File: src/rtl/home_pkg.sv
// Shared home-security encodings: alarm causes (numeric order is priority) and sequencer states.
package home_pkg;

  localparam int CAUSE_W = 2;
  localparam int STATE_W = 2;

  typedef enum logic [CAUSE_W-1:0] {
    CAUSE_NONE    = 2'd0,
    CAUSE_BURGLAR = 2'd1,
    CAUSE_TAMPER  = 2'd2,
    CAUSE_FIRE    = 2'd3
  } cause_e;

  typedef enum logic [STATE_W-1:0] {
    ST_IDLE  = 2'd0,
    ST_ENTRY = 2'd1,
    ST_ALARM = 2'd2
  } state_e;

endpackage

File: src/rtl/zone_priority_enc.sv
// Zone vector to (any-set, lowest set index) encoder.
module zone_priority_enc #(
  parameter int N = 4,
  parameter int W = $clog2(N)
) (
  input  logic [N-1:0] vec_i,
  output logic         valid_o,
  output logic [W-1:0] idx_o
);

  always_comb begin
    valid_o = |vec_i;
    idx_o   = '0;
    // Scan downward so the lowest set bit is the last (winning) assignment.
    for (int i = N - 1; i >= 0; i--) begin
      if (vec_i[i]) idx_o = W'(i);
    end
  end

endmodule

File: src/rtl/alarm_controller.sv
// Security sequencer: arbitrates fire/tamper/burglar, runs the shared siren timer and
// drives the notifier req/ack handshake with one deep pending slot for upgrades.
module alarm_controller
  import home_pkg::*;
#(
  parameter int N_ZONES     = 4,
  parameter int ENTRY_DELAY = 30,
  parameter int ALARM_TIME  = 600,
  parameter int TW          = 10
) (
  input  logic                       clk,
  input  logic                       rst_n,
  input  logic                       tick_1s,
  input  logic                       armed,
  input  logic [N_ZONES-1:0]         smoke,
  input  logic [N_ZONES-1:0]         intrusion,
  input  logic                       lockout,
  input  logic                       auth_ok,
  output logic                       siren,
  output logic [1:0]                 cause,
  output logic [$clog2(N_ZONES)-1:0] zone_id,
  output logic [1:0]                 state,
  output logic                       dial_req,
  output logic [1:0]                 dial_cause,
  input  logic                       dial_ack
);

  localparam int ZW = $clog2(N_ZONES);
  localparam logic [TW-1:0] T_ENTRY = TW'(ENTRY_DELAY);
  localparam logic [TW-1:0] T_ALARM = TW'(ALARM_TIME);
  localparam logic [TW-1:0] T_ONE   = TW'(1);

  state_e          state_q, state_d;
  cause_e          cause_q, cause_d, new_cause;
  logic [ZW-1:0]   zone_q, zone_d, new_zone;
  logic [TW-1:0]   timer_q, timer_d;
  logic            lock_q, lock_rise;
  logic            raise;
  logic            req_q, req_d, pend_q, pend_d;
  cause_e          dcause_q, dcause_d, pcause_q, pcause_d;

  logic            smoke_vld, intr_vld;
  logic [ZW-1:0]   smoke_idx, intr_idx;

  zone_priority_enc #(.N(N_ZONES), .W(ZW)) u_smoke_enc (
    .vec_i   (smoke),
    .valid_o (smoke_vld),
    .idx_o   (smoke_idx)
  );

  zone_priority_enc #(.N(N_ZONES), .W(ZW)) u_intr_enc (
    .vec_i   (intrusion & {N_ZONES{armed}}),
    .valid_o (intr_vld),
    .idx_o   (intr_idx)
  );

  assign lock_rise = lockout & ~lock_q;

  // Highest-priority cause presented this cycle; tamper carries no zone.
  always_comb begin
    new_cause = CAUSE_NONE;
    new_zone  = '0;
    if (smoke_vld) begin
      new_cause = CAUSE_FIRE;
      new_zone  = smoke_idx;
    end else if (lock_rise) begin
      new_cause = CAUSE_TAMPER;
    end else if (intr_vld) begin
      new_cause = CAUSE_BURGLAR;
      new_zone  = intr_idx;
    end
  end

  always_comb begin
    state_d = state_q;
    cause_d = cause_q;
    zone_d  = zone_q;
    timer_d = timer_q;
    raise   = 1'b0;
    case (state_q)
      ST_IDLE: begin
        if (new_cause == CAUSE_FIRE || new_cause == CAUSE_TAMPER) begin
          state_d = ST_ALARM;
          cause_d = new_cause;
          zone_d  = new_zone;
          timer_d = T_ALARM;
          raise   = 1'b1;
        end else if (intr_vld) begin
          state_d = ST_ENTRY;
          zone_d  = intr_idx;
          timer_d = T_ENTRY;
        end
      end
      ST_ENTRY: begin
        if (new_cause == CAUSE_FIRE) begin
          state_d = ST_ALARM;
          cause_d = CAUSE_FIRE;
          zone_d  = new_zone;
          timer_d = T_ALARM;
          raise   = 1'b1;
        end else if (auth_ok || !armed) begin
          state_d = ST_IDLE;
          cause_d = CAUSE_NONE;
          zone_d  = '0;
          timer_d = '0;
        end else if (new_cause == CAUSE_TAMPER) begin
          state_d = ST_ALARM;
          cause_d = CAUSE_TAMPER;
          zone_d  = '0;
          timer_d = T_ALARM;
          raise   = 1'b1;
        end else if (tick_1s) begin
          if (timer_q == T_ONE) begin
            state_d = ST_ALARM;
            cause_d = CAUSE_BURGLAR;
            timer_d = T_ALARM;
            raise   = 1'b1;
          end else begin
            timer_d = timer_q - T_ONE;
          end
        end
      end
      ST_ALARM: begin
        if (new_cause > cause_q) begin
          cause_d = new_cause;
          zone_d  = new_zone;
          timer_d = T_ALARM;
          raise   = 1'b1;
        end else if (auth_ok && cause_q != CAUSE_FIRE) begin
          state_d = ST_IDLE;
          cause_d = CAUSE_NONE;
          zone_d  = '0;
          timer_d = '0;
        end else if (cause_q == CAUSE_FIRE && smoke_vld) begin
          // Fire siren time only starts counting once every zone is clear.
          timer_d = T_ALARM;
        end else if (tick_1s) begin
          if (timer_q == T_ONE) begin
            state_d = ST_IDLE;
            cause_d = CAUSE_NONE;
            zone_d  = '0;
            timer_d = '0;
          end else begin
            timer_d = timer_q - T_ONE;
          end
        end
      end
      default: begin
        state_d = ST_IDLE;
        cause_d = CAUSE_NONE;
        zone_d  = '0;
        timer_d = '0;
      end
    endcase
  end

  // A raise while a request is outstanding parks in the pending slot; it goes out
  // the cycle after the current request is accepted, so req drops for one cycle.
  always_comb begin
    req_d    = req_q;
    dcause_d = dcause_q;
    pend_d   = pend_q;
    pcause_d = pcause_q;
    if (req_q && dial_ack) req_d = 1'b0;
    if (!req_q && pend_q) begin
      req_d    = 1'b1;
      dcause_d = pcause_q;
      pend_d   = 1'b0;
    end
    if (raise) begin
      if (req_q) begin
        pend_d   = 1'b1;
        pcause_d = cause_d;
      end else begin
        req_d    = 1'b1;
        dcause_d = cause_d;
        pend_d   = 1'b0;
      end
    end
  end

  always_ff @(posedge clk or negedge rst_n) begin
    if (!rst_n) begin
      state_q  <= ST_IDLE;
      cause_q  <= CAUSE_NONE;
      zone_q   <= '0;
      timer_q  <= '0;
      lock_q   <= 1'b0;
      req_q    <= 1'b0;
      dcause_q <= CAUSE_NONE;
      pend_q   <= 1'b0;
      pcause_q <= CAUSE_NONE;
    end else begin
      state_q  <= state_d;
      cause_q  <= cause_d;
      zone_q   <= zone_d;
      timer_q  <= timer_d;
      lock_q   <= lockout;
      req_q    <= req_d;
      dcause_q <= dcause_d;
      pend_q   <= pend_d;
      pcause_q <= pcause_d;
    end
  end

  assign siren      = (state_q == ST_ALARM);
  assign cause      = cause_q;
  assign zone_id    = zone_q;
  assign state      = state_q;
  assign dial_req   = req_q;
  assign dial_cause = dcause_q;

endmodule

File: config.mk
export PLATFORM = sky130hd
export DESIGN_NAME = alarm_controller
export DESIGN_NICKNAME = d
export VERILOG_FILES = /design/src/rtl/home_pkg.sv /design/src/rtl/zone_priority_enc.sv /design/src/rtl/alarm_controller.sv
export SDC_FILE = /design/constraint.sdc
export NUM_CORES = 1
export LEC_CHECK = 0
export CAP_MARGIN = 5
export CORE_MARGIN = 3
export CORE_UTILIZATION = 49
export DETAILED_ROUTE_END_ITERATION = 8
export GPL_TIMING_DRIVEN = 0
export MAX_ROUTING_LAYER = met4
export PLACE_DENSITY = 0.88
export SYNTH_ARGS = -nofsm -noshare
export SYNTH_HDL_FRONTEND = slang
export SYNTH_SLANG_ARGS = --single-unit
File: constraint.sdc
create_clock -name clk -period 2.3 [get_ports clk]
set_input_delay 0.345 -clock clk [delete_from_list [all_inputs] [get_ports clk]]
set_output_delay 0.345 -clock clk [all_outputs]
set_load 0.05 [all_outputs]
Word-level counts from Yosys, hierarchy flattened. Index checks and enable logic that the tools add are counted.

Logic and storage cells: 126. Output and inout bits: 10. Flip-flop bits (word level): 23. Bits of input ports: 15.

Bitwise logic cells: 3. Muxes and demuxes: 77. $lt $le $gt $ge: 1. $add $sub $neg: 1. Reductions and logical operators: 16. Equality and inequality tests: 19.

Operator list (count): 10-bit two-way mux (12); 2-bit two-way mux (45); 10-bit case mux with 3 select lines (1); 2-bit case mux with 3 select lines (3); 1-bit two-way mux (15); 10-bit by 1-bit equality test with 1-bit output (second input constant) (1); 5-bit != test (second input constant) (2); 10-bit by 1-bit subtractor with 10-bit output (second input constant) (1); 2-bit equality test (second input constant) (4); 4-bit != test (second input constant) (2); 4-bit OR reduction (2); 7-bit AND reduction (1); 3-bit != test (second input constant) (2); 5-bit by 2-bit != test with 1-bit output (second input constant) (1); 5-bit AND reduction (1); 4-bit AND (1); 1-bit logical AND (4); 2-bit != test (second input constant) (2); 4-bit by 1-bit != test with 1-bit output (second input constant) (1); 4-bit by 2-bit != test with 1-bit output (second input constant) (1); 3-bit by 1-bit != test with 1-bit output (second input constant) (1); 3-bit by 2-bit != test with 1-bit output (second input constant) (1); 1-bit case mux with 3 select lines (1); 3-bit AND reduction (1); other kinds (9) (11).

Longest topological paths before layout. Gate-level depths: netlist of the first run.

Word-level depth: 12. Gate-level depth with buffers: 10. Depth with buffers taken out: 9.

By module. A second synthesis of the first run with hierarchy kept.

Cell total of the unflattened synthesis: 214. Area total of the unflattened synthesis: 1750.4 µm².

Modules (own cells, without submodules): alarm_controller (times used 1, cells an instance 200, sequential area each 575.6 µm², area an instance 1680.4 µm²); zone_priority_enc (times used 2, cells an instance 7, sequential area each 0.0 µm², area an instance 35.0 µm²).

Worst setup path before layout of the first run. OpenSTA, ideal clock, no wires.

Path kind: input -> register. From: in smoke[1]. To: reg timer_q[8]. Library setup time: 0.104 ns. Slack: -0.391 ns. Data required time: 2.196 ns. Arrival: 2.588 ns. Stages: 10. Buffers on the path: 1. Path through: nor4_4 nand2_2 ha_1 nor2b_1 o21ai_4 a32oi_4 o22ai_1 buf_2 or2_1 o41ai_2.

Longest elaborated chain between the ends: 7. Elaborated cells on any way between the ends: 19. Classes of those cells: 1 x order compare; 5 x eq/ne; 9 x mux; 4 x reduce/logical.

Ends and longest elaborated chain: from (decl) (line alarm_controller.sv:15) `input logic [N_ZONES-1:0] smoke,`; 4-bit OR reduction (*) (line zone_priority_enc.sv:12) `valid_o = |vec_i;`; 2-bit two-way mux (line alarm_controller.sv:63) `if (smoke_vld) begin`; 2-bit equality test (line alarm_controller.sv:82, alarm_controller.sv:106); 10-bit two-way mux (line alarm_controller.sv:106) `end else if (new_cause == CAUSE_TAMPER) begin`; 10-bit two-way mux (line alarm_controller.sv:101) `end else if (auth_ok || !armed) begin`; 10-bit two-way mux (line alarm_controller.sv:95) `if (new_cause == CAUSE_FIRE) begin`; 10-bit case mux with 3 select lines (line alarm_controller.sv:80) `case (state_q)`; to (signal assigned) (line alarm_controller.sv:197) `timer_q <= timer_d;`; to (decl) (line alarm_controller.sv:36) `logic [TW-1:0] timer_q, timer_d;`.

Mark *: on every way between the ends. The rest lies on a longest branch, timed or not. A chain may end at the register's enable or synchronous reset.

Worst setup path in the final report of the first run.
From: in smoke[3]. To: reg dcause_q[0], in the netlist dial_cause[0].

Longest elaborated chain between the ends: 9. Elaborated cells on any way between the ends: 23. Classes of those cells: 1 x order compare; 2 x eq/ne; 17 x mux; 3 x reduce/logical.

Ends and longest elaborated chain: 4-bit OR reduction (*) (line zone_priority_enc.sv:12); 2-bit two-way mux (line alarm_controller.sv:63); 2-bit equality test (line alarm_controller.sv:82, alarm_controller.sv:106); 2-bit two-way mux (line alarm_controller.sv:106); 2-bit two-way mux (line alarm_controller.sv:101); 2-bit two-way mux (line alarm_controller.sv:95); 2-bit case mux with 3 select lines (line alarm_controller.sv:80); 2-bit two-way mux (line alarm_controller.sv:171) `if (req_q) begin`; 2-bit two-way mux (*) (line alarm_controller.sv:170) `if (raise) begin`; net dcause_d[0] (line alarm_controller.sv:40) `cause_e dcause_q, dcause_d, pcause_q, pcause_d;`; to (signal assigned) (line alarm_controller.sv:200) `dcause_q <= dcause_d;`; to (decl) (line alarm_controller.sv:40).

The timed path passes the listed nets; every way through them passes the cells marked *.

==> impl_results.md, run 1 <==
- Max Slew Vio Count: 0
- Mux share of post-synthesis cell area: ~1.3%
- Sequential area share after synthesis: between 30% and 40%
- Nets: between 200 and 300
- Worst slack, placed: -1.06 ns
- Synth cell types: 56
- Port bufs: 24
- Yosys warns: 0
- FP Rows: 20
- Largest net degree at the start of global routing: 24
- Clock latency on the worst-skew pair: between 0.3 and 0.4 ns
- Maximum fanout along the worst path: 4
- Lkg Pwr: 0.000958 uW
- Fin crit period: around 2.4 ns
- Post-synthesis compound-gate area fraction: around 33%
- Cell internal pwr: between 1500 and 2000 uW
- FF-to-FF Start: lock_q
- Slack of the critical path: -0.0537 ns
- Top-Level Pins: 25
- DP Wirelength: about 3200 um
- Hold Fails Final Rpt: 0
- Overall die width: 64.8 um
- CTS tree: yes
- Setup violators final: 7
- First drt pass iteration count: 5
- Clock power share: 5.9%
- Area contributors post-synth: dfrtp_1 34%, o21ai_0 6.8%, ha_1 3.7%
- Req. time, crit path: 2.52 ns
- Diode count: 0
- Number of fill cells: 224
- Drt wl/cell: 18.2 um
- Crit path launch type: primary input
- Post-synthesis simple-gate area fraction: about a quarter
- DR vias/cell: around 6.2
- WHS Endpoint: lock_q
- Hold path depth: 1
- Vert. Die Dim: about 65 um
- Placed cells: ~260
- WHS: around 0.36 ns
- Post-Syn Area: around 1700 um^2
- Sw power: between 1500 and 2000 uW
- XOR/XNOR Fraction of Synth Area: 0%
- Setup TNS: -0.215 ns
- Total gr overflow: 0
- Arr. time, crit path: 2.57 ns
- Setup crit end kind: register
- Logic pwr share: around 72%
- Layout Cells excl Fill: roughly 280
- Worst r2r dst: dial_cause[0]
- Area growth syn-to-layout: 38.7%
- Maximum vdd drop: around 790 uV
- Main flop type after synthesis: dfrtp_1
- CTS buffer count: 3
- Root buf cell: clkbuf_4
- CP Class: primary input to register
- Period utilization: 102%
- Antenna violations before repair: 0
- Die area: about 4200 um^2
- Switching Share: between 40% and 50%
- Max-Cap Viols: 0
- Slew margin rel.: a little under a third
- CP dominant cell by count: buf_4
- Cell Pwr Density: between 1000 and 1500 nW/um^2
- Worst hold path class: primary input to register
- Syn avg cell area: between 8 and 9 um^2
- Setup crit start: smoke[3]
- Placeable Area: around 3200 um^2
- GRT Total Usage: between 20% and 30%
- Hold Startpoint: lockout
- Failing checks: setup timing
- Number of global-route vias before repair: 1762
- Flop pwr share: approximately 22%
- Synth Net Count: between 200 and 250
- Initial Utilization: a little over half
- Yosys reg bits: 23
- Final ANT Viol Nets: 0
- DR iter-0 viols: ~150
- Post-Syn Instances: about 190
- Setup Skew: around 0.014 ns
- Critical path, cell by cell: buf_8, buf_4, nor4_4, nand2_4, ha_4, nor2b_4, o21ai_4, buf_6, a31oi_4, o21a_1, o211ai_1, buf_4, o311a_1
- CP max-delay cell: nor4_4
- Status: complete, but fails checks
- Worst R2R Setup Slack: 0 ns
- Tightest Pin Transition: roughly 1.0 ns
- Post-synth EDFFs: 0
- Cells on worst reg2reg path: 10
- Worst path max stage delay: between 0.3 and 0.4 ns
- Largest family of logic cells by synthesized area: compound AO/OA/AOI/OAI gates
- Post-synth top area share: 33.9%
- H-Tree Level Count: 1
- DRC Markers: 0
- Fmax: 425 MHz
- RSZ-0062 raised after global routing: yes
- Clk buf depth: 2
- WL final: 5160 um
- CP bufs+invs: 4
- Adder-Cell Fraction of Synth Area: roughly 3.7%
- Clock sinks: 23
- Top delay family on crit path: compound AO/OA/AOI/OAI gates
- First-pass GRT wire length: 7870 um
- FFs w/ async S/R, synth: between 90% and 100%
- Biggest area consumer among synthesized cells: dfrtp_1
- Commonest cells in the synthesized netlist: 23 x dfrtp_1, 23 x o21ai_0, 14 x nand2_1, 12 x nor2_1, 9 x a21oi_1
- GPL Wtd Cong: about 0.94
- Overall Power: 3280 uW
- Total number of vias: 1767
- CTS clk-pin slew, worst paths: about 0.14 ns
- Share of cells above drive strength 1: 30.8%
[flip-flops by register name (all words and copies together) (netlist names)]
name,cells
cause,2
dial_cause,2
dial_req,1
lock_q,1
pcause_q,2
pend_q,1
state,2
timer_q,10
zone_id,2
[what timing repair did]
item                                    in CTS  in global routing
endpoints found under the setup margin      22                 19
gates resized for setup                     42                 29
pin swaps                                   16                 18
setup buffers                               15                  6
endpoints found under the hold margin        0                  0
hold buffers                                 0                  0
[stage by stage]
step	util (%)	area, um^2
after floorplan	-	1750
after global placement	64.2	2040
after detailed placement	64.2	2040
after CTS	69.0	2190
after global routing	74.0	2350
final	74.0	2350
[power groups by stage]
stage               registers (uW)  clock network, uW  logic, uW
floorplan                      937                  0       1270
global placement               708                  0       1940
detailed placement             713                  0       1990
CTS                            707                194       2140
global route                   757                211       2560
finish                         729                193       2360
[worst max-delay path by stage]
stage,to,cells past startpoint
floorplan,timer_q[5],9
global placement,timer_q[5],10
detailed placement,timer_q[5],10
CTS,timer_q[8],11
global route,dial_cause[0],10
finish,dial_cause[0],13
[final cells by class]
class | count | area (um^2) | share of cell area [%]
Buffer | 6 | 31.3 | 1.33
Clock buffer | 3 | 22.5 | 0.957
Clock inverter | 1 | 5.00 | 0.213
Inverter | 7 | 26.3 | 1.12
Multi-Input combinational cell | 155 | 1240 | 52.7
Sequential cell | 23 | 577 | 24.5
Tap cell | 44 | 55.1 | 2.34
Timing Repair Buffer | 45 | 395 | 16.8
[worst reg2reg max path, cell delays in order (launching register included)]
cell	delay, ns
dfrtp_1	0.42
nand2b_4	0.19
nand2_4	0.09
ha_4	0.20
nor2b_4	0.13
o21ai_4	0.21
o21ai_1	0.14
o21ai_1	0.21
o211ai_1	0.15
buf_4	0.18
o311a_1	0.29
[routing by layer]
metal  track usage, %  vias to the layer above  wire [um]
met5                -                        -          0
met4             7.92                        0         85
met3             2.60                       11        332
met2             38.3                       91       2550
met1             31.5                      844       2190
li1                 -                      821          -
[logic make-up (layout without fill, tap and decap cells)]
| family | after synthesis | in the layout |
|---|---|---|
| mux | 2 | 2 |
| compound gates | 76 | 76 |
| fa+ha+maj | 5 | 5 |
| buf+inv | 13 | 62 |
| simple gates | 72 | 72 |
| flops | 23 | 23 |
[cell usage in the layout (no fill, tap or decap), types with 3 or more instances in the layout]
cell	instances
inv_1	5
ha_1	3
nand2b_1	6
buf_4	18
clkdlybuf4s50_1	13
o211ai_1	3
buf_6	4
nand2_1	13
o21a_1	5
nor2_1	11
nor2b_1	7
clkbuf_4	3
a22o_1	4
nor3_1	6
o22ai_1	4
clkbuf_1	4
o21ai_0	10
o21ai_1	9
a21oi_1	7
or3_1	3
dfrtp_1	22
nand3_1	3
o21ai_2	4
buf_2	4
Power figures use the tool's default switching activity.
==> run 2: changes to the inputs <==
SETUP_SLACK_MARGIN = 0.5   (was unset)
SLEW_MARGIN = 20   (was unset)
==> run 2 against run 1 <==
  * The flow still finishes with violations (setup timing)
  * Worst setup slack got worse by 0.027 ns
  * Clock skew is 0.0017 ns higher
  * Count of clock-buffer cells in the layout up 1
  * Via count is 16% higher
  * Register-to-register slack worse by 0.07 ns
  * Critical path type unchanged
  * Highest routed layer unchanged
==> impl_results.md, run 2 (same netlist as run 1, synthesis figures left out) <==
- CTS clk-pin slew, worst paths: approximately 0.14 ns
- CP max-delay cell: or4_4
- Share of cells above drive strength 1: between 40% and 50%
- Clock sinks: 23
- WL final: between 6000 and 7000 um
- DR vias/cell: 7.00
- Status: complete, but fails checks
- CTS buffer count: 3
- Period utilization: 104%
- GRT Total Usage: between 20% and 30%
- Req. time, crit path: around 2.6 ns
- Setup crit start: smoke[3]
- Finished Core Util: between 80 and 90%
- Setup violators final: 11
- Maximum vdd drop: 1030 uV
- Overall die width: about 65 um
- Failing checks: setup timing
- DR iter-0 viols: slightly below 300
- Crit path launch type: primary input
- Lkg Pwr: 0.00106 uW
- Max FFs per register: 10
- Max Slew Vio Count: 0
- First drt pass iteration count: 5
- Cells on worst reg2reg path: 10
- Cell Pwr Density: between 1500 and 2000 nW/um^2
- Most flop-heavy register: timer_q
- Worst r2r dst: timer_q[8]
- RSZ-0062 raised after global routing: yes
- Hold Fails Final Rpt: 0
- Number of global-route vias before repair: about 1900
- Worst R2R Setup Slack: -0.07 ns
- Antenna violations before repair: 0
- Largest net degree at the start of global routing: 24
- H-Tree Level Count: 1
- CTS tree: yes
- Total number of vias: just over 2000
- Placeable Area: 3180 um^2
- Fin area: between 2000 and 3000 um^2
- Clock latency on the worst-skew pair: 0.33 ns
- Area after DPL: between 2000 and 2500 um^2
- Port bufs: 24
- Total gr overflow: 0
- DRC Markers: 0
- Top-Level Pins: 25
- Max-Cap Viols: 0
- Worst path max stage delay: ~0.56 ns
- Area growth syn-to-layout: 53.8%
- GPL Wtd Cong: between 0.9 and 1
- Initial Utilization: a little over half
- Diode count: 0
- Final ANT Viol Nets: 0
- Root buf cell: clkbuf_4
- CP Class: primary input to register
- Vert. Die Dim: between 60 and 70 um
- Critical path, cell by cell: buf_8, or4_4, a21oi_4, ha_4, nor2b_4, o21ai_4, a32oi_4, or2_4, buf_6, or2_4, o41ai_2
- Arr. time, crit path: around 2.6 ns
- DP Wirelength: 3200 um
- Setup crit end kind: register
- Number of fill cells: about 180
- Fmax: between 400 and 500 MHz
- Nets: roughly 270
- Setup Skew: around 0.016 ns
- Fin crit period: approximately 2.4 ns
- Clk buf depth: 2
- Worst hold path class: primary input to register
- Die area: between 4000 and 5000 um^2
- FP Rows: 20
- First-pass GRT wire length: 9320 um
- Most frequent cells in the layout: 21 x dfrtp_1, 16 x buf_4, 15 x buf_6
- CP dominant cell by count: or2_4
- Crit path to: timer_q[8]
- Maximum fanout along the worst path: 4
- Slack of the critical path: -0.0811 ns
- Commonest non-fill, non-tap cell in the layout: dfrtp_1
- Slew margin rel.: about 57%
- Tightest Pin Transition: ~0.64 ns
- FF-to-FF Start: lock_q
- Drt wl/cell: roughly 23 um
-- run 2: what timing repair did --
item                                   CTS  global route
pin swaps                               23            15
setup endpoints to repair               32            23
hold buffers                             0             1
endpoints found under the hold margin    0            11
resized for setup                       98            29
buffers inserted                        20             8
-- run 2: worst max-delay path: cells and delay by family --
family,cells,cell delay [ns]
adders and majority gates,1,0.16
and+or+nand+nor,4,1.15
AOI/OAI and AO/OA,4,0.75
buffers and inverters,2,0.23
-- run 2: power breakdown --
group / total, uW / switching, uW / internal [uW]
logic: 3120 / 1770 / 1350
registers: 753 / 181 / 572
clock network: 204 / 136 / 68.1
total: 4080 / 2090 / 1990
-- run 2: final cells by class --
type / count / area, um^2 / area share, %
flip-flops and latches: 23 / 578 / 22.2
clock buffers: 4 / 26.3 / 1.01
inverters: 7 / 26.3 / 1.01
plain buffers: 6 / 33.8 / 1.30
repair buffers: 53 / 468 / 17.9
well taps: 44 / 55.1 / 2.11
multi-input cells: 155 / 1420 / 54.5
-- run 2: stage by stage --
stage	hold slack [ns]	setup WS (ns)	total power, uW	TNS, ns	std cells
3_3_place_gp	0.492	-1.07	2670	-17.49	259
5_1_grt	0.336	-0.161	4250	-1.12	292
3_5_place_dp	0.489	-1.07	2710	-17.35	259
2_1_floorplan	0.0494	-0.255	2230	-1.11	191
6_report	0.341	-0.0811	4080	-0.371	292
4_1_cts	0.334	-0.0433	3380	-0.0663	283
-- run 2: worst min path at each step --
stage | slack (ns) | startpoint | to | cells after the start
after detailed placement | 0.49 | zone_id[1] | zone_id[1] | 1
after floorplan | 0.05 | rst_n | cause[0] | 0
after CTS | 0.33 | lockout | lock_q | 1
after global placement | 0.49 | zone_id[0] | zone_id[0] | 1
after global routing | 0.34 | lockout | lock_q | 1
final | 0.34 | lockout | lock_q | 1
-- run 2: per-layer routing --
metal	routed length (um)	track usage, %	up-vias	share of wire (%)
li1	-	-	842	-
met1	2480	35.2	954	37
met2	3120	49.0	182	46
met3	700	5.20	67	10
met4	462	12.9	0	6.8
met5	0	-	-	0
